## config.mk

```make
export PLATFORM = sky130hd
export DESIGN_NAME = rptr_empty
export DESIGN_NICKNAME = d
export VERILOG_FILES = /design/src/rtl/async_fifo_pkg.sv /design/src/rtl/rptr_empty.sv
export SDC_FILE = /design/constraint.sdc
export NUM_CORES = 1
export LEC_CHECK = 0
export BUFFER_PORTS_ARGS = -buffer_cell sky130_fd_sc_hd__buf_2
export CAP_MARGIN = 40
export CORE_MARGIN = 2
export CORE_UTILIZATION = 50
export CTS_CLUSTER_DIAMETER = 30
export DETAILED_ROUTE_END_ITERATION = 6
export MAX_ROUTING_LAYER = met4
export PLACE_DENSITY = 0.77
export SETUP_SLACK_MARGIN = 0.1
export SYNTH_ARGS = -nofsm -noshare
export SYNTH_HDL_FRONTEND = slang
export SYNTH_SLANG_ARGS = --single-unit
```

## constraint.sdc

```tcl
create_clock -name rd_clk -period 7 [get_ports rd_clk]
set_input_delay 1.4 -clock rd_clk [delete_from_list [all_inputs] [get_ports rd_clk]]
set_output_delay 1.4 -clock rd_clk [all_outputs]
set_load 0.05 [all_outputs]
```

## src/rtl/async_fifo_pkg.sv

```systemverilog
`default_nettype none
// ---------------------------------------------------------------------------
// async_fifo_pkg : pointer-width rule and gray/binary helpers for the async FIFO
// Rev 1.0
// ---------------------------------------------------------------------------
package async_fifo_pkg;

  // Widest pointer the helpers handle; callers cast in and out of this width.
  localparam int c_PTR_MAXW = 32;

  // Pointers carry one extra wrap bit above the RAM address.
  function automatic int ptr_width(input int addrsize);
    return addrsize + 1;
  endfunction

  function automatic logic [c_PTR_MAXW-1:0] bin2gray(input logic [c_PTR_MAXW-1:0] b);
    return b ^ (b >> 1);
  endfunction

  function automatic logic [c_PTR_MAXW-1:0] gray2bin(input logic [c_PTR_MAXW-1:0] g);
    logic [c_PTR_MAXW-1:0] b;
    b = '0;
    b[c_PTR_MAXW-1] = g[c_PTR_MAXW-1];
    for (int i = c_PTR_MAXW - 2; i >= 0; i--) begin
      b[i] = b[i+1] ^ g[i];
    end
    return b;
  endfunction

endpackage
`default_nettype wire

```

## src/rtl/rptr_empty.sv

```systemverilog
`default_nettype none
// ---------------------------------------------------------------------------
// rptr_empty : read-domain pointer, empty / almost-empty / level / underflow
// Rev 1.0
// ---------------------------------------------------------------------------
module rptr_empty
  import async_fifo_pkg::*;
#(
  parameter int ADDRSIZE  = 4,
  parameter int AE_THRESH = 2
) (
  input  logic                rd_clk,
  input  logic                rd_rst_n,
  input  logic                rd_en,
  input  logic [ADDRSIZE:0]   rq2_wr_ptr,
  output logic [ADDRSIZE-1:0] rd_addr,
  output logic [ADDRSIZE:0]   rd_grayptr,
  output logic                rd_empty,
  output logic                rd_almost_empty,
  output logic [ADDRSIZE:0]   rd_level,
  output logic                rd_underflow
);

  localparam int PTRW = ptr_width(ADDRSIZE);

  logic [PTRW-1:0] r_bin;
  logic [PTRW-1:0] r_gray;
  logic [PTRW-1:0] r_level;
  logic            r_empty;
  logic            r_almost_empty;
  logic            r_underflow;

  logic            w_inc;
  logic [PTRW-1:0] w_bin_nxt;
  logic [PTRW-1:0] w_gray_nxt;
  logic [PTRW-1:0] w_wbin;
  logic [PTRW-1:0] w_lvl_nxt;

  assign w_inc      = rd_en & ~r_empty;
  assign w_bin_nxt  = r_bin + {{(PTRW-1){1'b0}}, w_inc};
  assign w_gray_nxt = PTRW'(bin2gray(c_PTR_MAXW'(w_bin_nxt)));
  assign w_wbin     = PTRW'(gray2bin(c_PTR_MAXW'(rq2_wr_ptr)));
  // Modular difference; the wrap bit makes a full FIFO read as 2**ADDRSIZE.
  assign w_lvl_nxt  = w_wbin - w_bin_nxt;

  always_ff @(posedge rd_clk or negedge rd_rst_n) begin
    if (!rd_rst_n) begin
      r_bin          <= '0;
      r_gray         <= '0;
      r_level        <= '0;
      r_empty        <= 1'b1;
      r_almost_empty <= 1'b1;
      r_underflow    <= 1'b0;
    end else begin
      r_bin          <= w_bin_nxt;
      r_gray         <= w_gray_nxt;
      r_level        <= w_lvl_nxt;
      r_empty        <= (w_gray_nxt == rq2_wr_ptr);
      r_almost_empty <= (w_lvl_nxt <= PTRW'(AE_THRESH));
      r_underflow    <= rd_en & r_empty;
    end
  end

  assign rd_addr         = r_bin[ADDRSIZE-1:0];
  assign rd_grayptr      = r_gray;
  assign rd_empty        = r_empty;
  assign rd_almost_empty = r_almost_empty;
  assign rd_level        = r_level;
  assign rd_underflow    = r_underflow;

endmodule
`default_nettype wire
```

# == Word-level counts from Yosys, hierarchy flattened ==
# Cells that the tools add are included.
# word_totals
ff_bits,18
output_inout_bits,17
wordCells,18
# classes
n_addsub,2
order_cmp,1
eq_ne,1
n_bitwise,8
# ops
operator,n
$add A5 B1 Y5,1
$eq A5 B5 Y1,1
$le A5 B2 Y1 const B,1
$sub A5 B5 Y5,1
$xor A5 B4 Y5,1
$xor A1 B1 Y1,4
$and A1 B1 Y1,2
$not A1 Y1,1

# == Logic depth before layout (Yosys ltp) ==
# Gate-level depths: netlist of the first run.
# depth
word_depth,6
ltp_mapped,9
mapped_depth_nobuf,9

# == Worst setup path after synthesis of the first run ==
# OpenSTA, ideal clock, no wires.
# synth_timing
path_type,in2reg
start,input port rq2_wr_ptr[4]
end,register r_almost_empty (netlist: rd_almost_empty)
setup_time_ns,0.105
t_arrival_ns,3.499
required_time_ns,6.895
setup_slack_ns,3.396
stages,9
n_path_buf,0
path_cell_list,xor3_2 -> xor2_1 -> xnor2_1 -> ha_1 -> inv_1 -> fa_1 -> a31oi_1 -> xnor2_1 -> a2111oi_2
# synth_between
elab_chain_len,6
# synth_rtl
element,line_no,rtl
from (decl),rptr_empty.sv:15,"input logic [ADDRSIZE:0] rq2_wr_ptr,"
$xor A1 B1 Y1 (4 in a row),async_fifo_pkg.sv:25,b[i] = b[i+1] ^ g[i];
$sub A5 B5 Y5 (*),rptr_empty.sv:44,assign w_lvl_nxt = w_wbin - w_bin_nxt;
named net w_lvl_nxt[4],rptr_empty.sv:37,logic [PTRW-1:0] w_lvl_nxt;
$le A5 B2 Y1 (*),rptr_empty.sv:59,r_almost_empty <= (w_lvl_nxt <= PTRW'(AE_THRESH));
to (signal assigned),rptr_empty.sv:59,
to (decl),rptr_empty.sv:30,logic r_almost_empty;
# The timed path passes the listed nets; every way through them passes the cells marked *.

# == Worst setup path in the final report of the first run ==
# Same ends and word-level chain as after synthesis.

==> results by group, run 1 <==
Clock tree
  • Setup Buffers After CTS: 0
  • # resized after CTS: 0
  • CTS Sinks: 17
  • Total CTS buffers: 3
  • Clock Latency Late Sink: 0.28 ns
  • Worst-path clk slew: ~0.090 ns
  • CTS Root Cell: clkbuf_4
  • CTS tree: done
  • Hold-fix buffers, CTS: 0
  • H-tree Lvls: 1
  • Clock Path Buffers: 2

Final layout
  • Commonest non-fill, non-tap cell in the layout: buf_2
  • NumNets Final: 113
  • Most frequent cells in the layout: buf_2 (24), xnor2_1 (15), dfrtp_1 (15)
  • P&R area growth vs syn: 17.96%
  • # diodes: 0
  • Share of layout cells above drive strength 1: 31.96%

Worst setup path
  • Crit-path max FO: 3
  • R2R cell count: 9
  • Crit path from: rq2_wr_ptr[4]
  • Worst Setup Start Kind: input port
  • CP endpoint: rd_almost_empty
  • Crit path capture type: flip-flop
  • Worst R2R Setup Slack: 4.45 ns
  • CP Class: input port to flip-flop
  • Worst path arrival time: 3.78 ns
  • Critical Path RT: 7.18 ns
  • RR Startpoint: rd_empty
  • RR Endpoint: rd_almost_empty

Die
  • Die area: 0.002168 mm2
  • Initial core utilization: 53.04%
  • Std cell rows: 15
  • IO Count: 25
  • Die H: approximately 47 um
  • CORE AREA: 0.001708 mm2
  • Die X: 46.57 um

Timing
  • Slew Viols, Final: 0
  • Relative slew slack: ~70%
  • Worst Clk Skew: 0.002618 ns
  • F_max: 277.9 MHz
  • RSZ-0062 raised after global routing: false
  • Minimum clock period after layout: 3.598 ns
  • Setup_tns: 0 ns
  • Crit share post-route: 51.41%
  • Final-report hold violation count: 0
  • # setup viols final: 0
  • Slew @ Worst Pin: 0.4429 ns

Global route
  • Largest net degree at the start of global routing: 18
  • First-pass GRT wire length: 2346 um
  • Vias in the first global route: 565
  • Gr ovfl total: 0
  • All-layer global routing usage: 16.58%
  • Initial antenna violation count: 0

Yosys
  • Mapped cell area: 905.9 um2
  • Cell count after synthesis: 71
  • Synth warn: 0
  • Library cells used by synthesis: 22
  • Mean Syn Cell Area: 12.76 um2
  • Yosys reg bits: 17
  • Sequential area share after synthesis: 47.24%
  • Post-Syn Nets: 86

Place
  • GP Congestion: 0.7326
  • Port buffer count: 24
  • Detailed placement HPWL: between 1000 and 1500 um

Routing
  • Residual DRC count: 0
  • DRT Pass-1 Iters: 4
  • Initial drt markers: 3
  • WL per Instance: approximately 12 um
  • Final WL: 1419 um
  • Detail Route Antenna Nets: 0
  • Vias: 593
  • Vias per std cell: 4.861

Run status
  • Outcome: finished clean

Hold path
  • Hold Crit Start: rd_empty
  • Worst Hold Class: flip-flop to flip-flop

Run
  • Max Cap Viol: 0
[layout make-up]
cell class	count	area, um2
clock buffers	4	26.28
fillers	138	639.4
inverters	6	22.52
multi-input cells	46	440.4
flip-flops and latches	17	427.9
well taps	25	31.28
repair buffers	24	120.1
[through the flow]
step           setup WS, ns  utilization [%]  area (um2)  hold WS, ns  instances
5_1_grt               3.269            62.56        1069       0.5694        122
3_3_place_gp          3.163            61.03        1042       0.5347        118
6_report              3.402            62.56        1069       0.5568        122
2_1_floorplan         3.396                -       905.9       0.6638         71
4_1_cts               3.389            62.56        1069       0.5636        122
3_5_place_dp          3.091            61.03        1042       0.5474        118
[routing by layer]
metal  global-route usage (%)  part of all wire [%]
met1                    18.07                    42
met3                    2.353                   3.7
met5                        -                     0
met2                    28.06                    53
met4                    10.29                   1.3
[worst min path at each step]
stage	cells after the start	endpoint
2_1_floorplan	1	rd_underflow
5_1_grt	1	rd_underflow
3_5_place_dp	1	rd_underflow
3_3_place_gp	1	rd_underflow
6_report	1	rd_underflow
4_1_cts	1	rd_underflow
[cell families after synthesis]
logic type	share of synthesized area [%]
XOR/XNOR	25.69
flip-flops	47.24
AND/OR/NAND/NOR	6.354
buffers and inverters	4.143
AO/OA/AOI/OAI	6.077
adder cells (fa/ha/maj)	10.50
[state kept, by name, summed over array words and instances, names as in the netlist]
| register | count |
|---|---|
| r_bin | 5 |
| rd_almost_empty | 1 |
| rd_empty | 1 |
| rd_grayptr | 4 |
| rd_level | 5 |
| rd_underflow | 1 |
[synthesized netlist by cell type, drive strengths merged]
library cell / n / area (um2)
dfrtp: 15 / 375.4
xnor2: 15 / 131.4
ha: 6 / 75.07
inv: 6 / 22.52
xor2: 6 / 52.55
a21o: 2 / 15.01
a21oi: 2 / 10.01
buf: 2 / 15.01
dfstp: 2 / 52.55
nand3: 2 / 10.01
nor2b: 2 / 12.51
xor3: 2 / 48.79
a2111oi: 1 / 15.01
a311oi: 1 / 8.760
a31oi: 1 / 6.260
and2: 1 / 6.260
and3b: 1 / 8.760
and4b: 1 / 10.01
fa: 1 / 20.02
nand2: 1 / 3.750
nand4: 1 / 6.260
[critical path: stages]
cell	delay, ns
buf_2	0.11
xor3_2	0.47
xor2_1	0.31
xnor2_1	0.17
ha_1	0.16
inv_1	0.06
fa_1	0.40
a31oi_1	0.22
xnor2_1	0.12
a2111oi_2	0.36
Power of run 1 is not shown: default switching activity piles up to over one toggle a cycle in this logic, so the estimate is an artifact.
==> run 2: changes to the inputs <==
- clock period: 7 -> 3.7 ns (I/O delays scaled with it)
==> results by group, run 2 (same netlist as run 1, synthesis figures left out) <==
Final layout
  • Most frequent cells in the layout: buf_2 (24), xnor2_1 (15), dfrtp_1 (15)
  • NumNets Final: 113 (unchanged)
  • Final core occ: 62.56% (unchanged)
  • P&R area growth vs syn: 17.96% (unchanged)
  • Commonest non-fill, non-tap cell in the layout: buf_2
  • Share of layout cells above drive strength 1: 31.96% (unchanged)
  • # diodes: 0 (unchanged)

Place
  • Post-Place Worst Slack: 0.4263 ns (-2.664 ns)
  • Port buffer count: 24 (unchanged)
  • GP Congestion: 0.7666 (+4.6%)
  • Detailed placement HPWL: 1245 um (+5.4%)

Global route
  • Gr ovfl total: 0 (unchanged)
  • Largest net degree at the start of global routing: 18 (unchanged)
  • All-layer global routing usage: 17.34% (+0.75 points)
  • Vias in the first global route: 559 (-1.1%)
  • First-pass GRT wire length: 2470 um (+5.3%)
  • Initial antenna violation count: 0 (unchanged)

Timing
  • Slew Viols, Final: 0 (unchanged)
  • Slew @ Worst Pin: 0.4705 ns (+0.02759 ns)
  • Final-report hold violation count: 0 (unchanged)
  • Crit share post-route: around four fifths
  • Setup_tns: 0 ns (unchanged)
  • Relative slew slack: 68.41% (-1.9 points)
  • Worst Clk Skew: 0.004044 ns (+0.001426 ns)
  • Minimum clock period after layout: 2.946 ns
  • F_max: about 340 MHz
  • Setup slack after layout: 0.7543 ns (-2.647 ns)
  • # setup viols final: 0 (unchanged)
  • RSZ-0062 raised after global routing: false

Clock tree
  • Clock Latency Late Sink: 0.29 ns (about the same)
  • Clock Path Buffers: 2 (unchanged)
  • Worst-path clk slew: 0.10 ns (about the same)
  • H-tree Lvls: 1 (unchanged)
  • CTS Root Cell: clkbuf_4
  • # resized after CTS: 0 (unchanged)
  • Total CTS buffers: 3 (unchanged)
  • Hold-fix buffers, CTS: 0 (unchanged)
  • CTS Sinks: 17 (unchanged)
  • CTS tree: done
  • Setup Buffers After CTS: 0 (unchanged)

Routing
  • DRT Pass-1 Iters: 4 (unchanged)
  • WL per Instance: 12.58 um (+8.2%)
  • Vias per std cell: 4.746 (-2.4%)
  • Residual DRC count: 0 (unchanged)
  • Vias: 579 (-2.4%)
  • Detail Route Antenna Nets: 0 (unchanged)
  • Initial drt markers: 5 (+2)
  • Final WL: 1535 um (+8.2%)

Die
  • Die X: 46.57 um (unchanged)
  • Die H: 46.57 um (unchanged)
  • Die area: 0.002168 mm2 (unchanged)
  • CORE AREA: 0.001708 mm2 (unchanged)
  • Std cell rows: 15 (unchanged)
  • Initial core utilization: 53.04% (unchanged)
  • IO Count: 25 (unchanged)

Worst setup path
  • Top cell by count, worst path: xnor2_1
  • Crit path capture type: flip-flop
  • Cell Chain, Critical Path: buf_2 > xor3_2 > xor2_1 > xnor2_1 > ha_1 > inv_1 > fa_1 > a31oi_1 > xnor2_1 > a2111oi_2
  • Critical Path RT: 3.89 ns (-3.29 ns)
  • Worst path arrival time: 3.13 ns (-0.65 ns)
  • CP peak stage delay: 0.47 ns (about the same)
  • Worst Setup Start Kind: input port
  • CP Class: input port to flip-flop
  • Critical path's slowest cell: xor3_2
  • Crit-path max FO: 3 (unchanged)

Run status
  • Outcome: finished clean

Hold path
  • Worst Hold Class: input port to async pin

Run
  • Max Cap Viol: 0 (unchanged)
[run 2: critical path, delay by kind of cell]
kind            cells  cell delay, ns
compound gates      2            0.57
buf+inv             2            0.18
fa+ha+maj           2            0.56
xor+xnor            4            1.09
[run 2: layout make-up]
class | count | area [um2]
multi-input cells | 46 | 440.4
repair buffers | 24 | 120.1
well taps | 25 | 31.28
clock buffers | 4 | 26.28
inverters | 6 | 22.52
flip-flops and latches | 17 | 427.9
fillers | 126 | 639.4
[run 2: worst paths after layout]
check	slack [ns]	endpoint	depth (start not counted)	from
max	0.75	rd_almost_empty	10	rq2_wr_ptr[4]
min	0.35	r_bin[0]	1	rd_rst_n
max reg2reg	1.13	rd_almost_empty	9	rd_empty
min reg2reg	0.55	rd_underflow	1	rd_empty
max in group asynchronous	3.04	rd_almost_empty	1	rd_rst_n
min in group rd_clk	0.55	rd_underflow	1	rd_empty
[run 2: metal layers]
metal,GRT usage (%),up-vias,wire (um)
met5,-,-,0
met4,10.29,0,44
met1,22.03,275,658
li1,-,285,-
met3,3.529,5,45
met2,25.28,14,786
[run 2: metrics by stage]
| step | instance area [um2] | hold slack, ns | cells |
|---|---|---|---|
| floorplan | 905.9 | 0.4444 | 71 |
| global placement | 1042 | 0.5339 | 118 |
| detailed placement | 1042 | 0.5444 | 118 |
| CTS | 1069 | 0.3533 | 122 |
| global route | 1069 | 0.3695 | 122 |
| finish | 1069 | 0.3457 | 122 |
Power of run 2 is left out for the same reason.
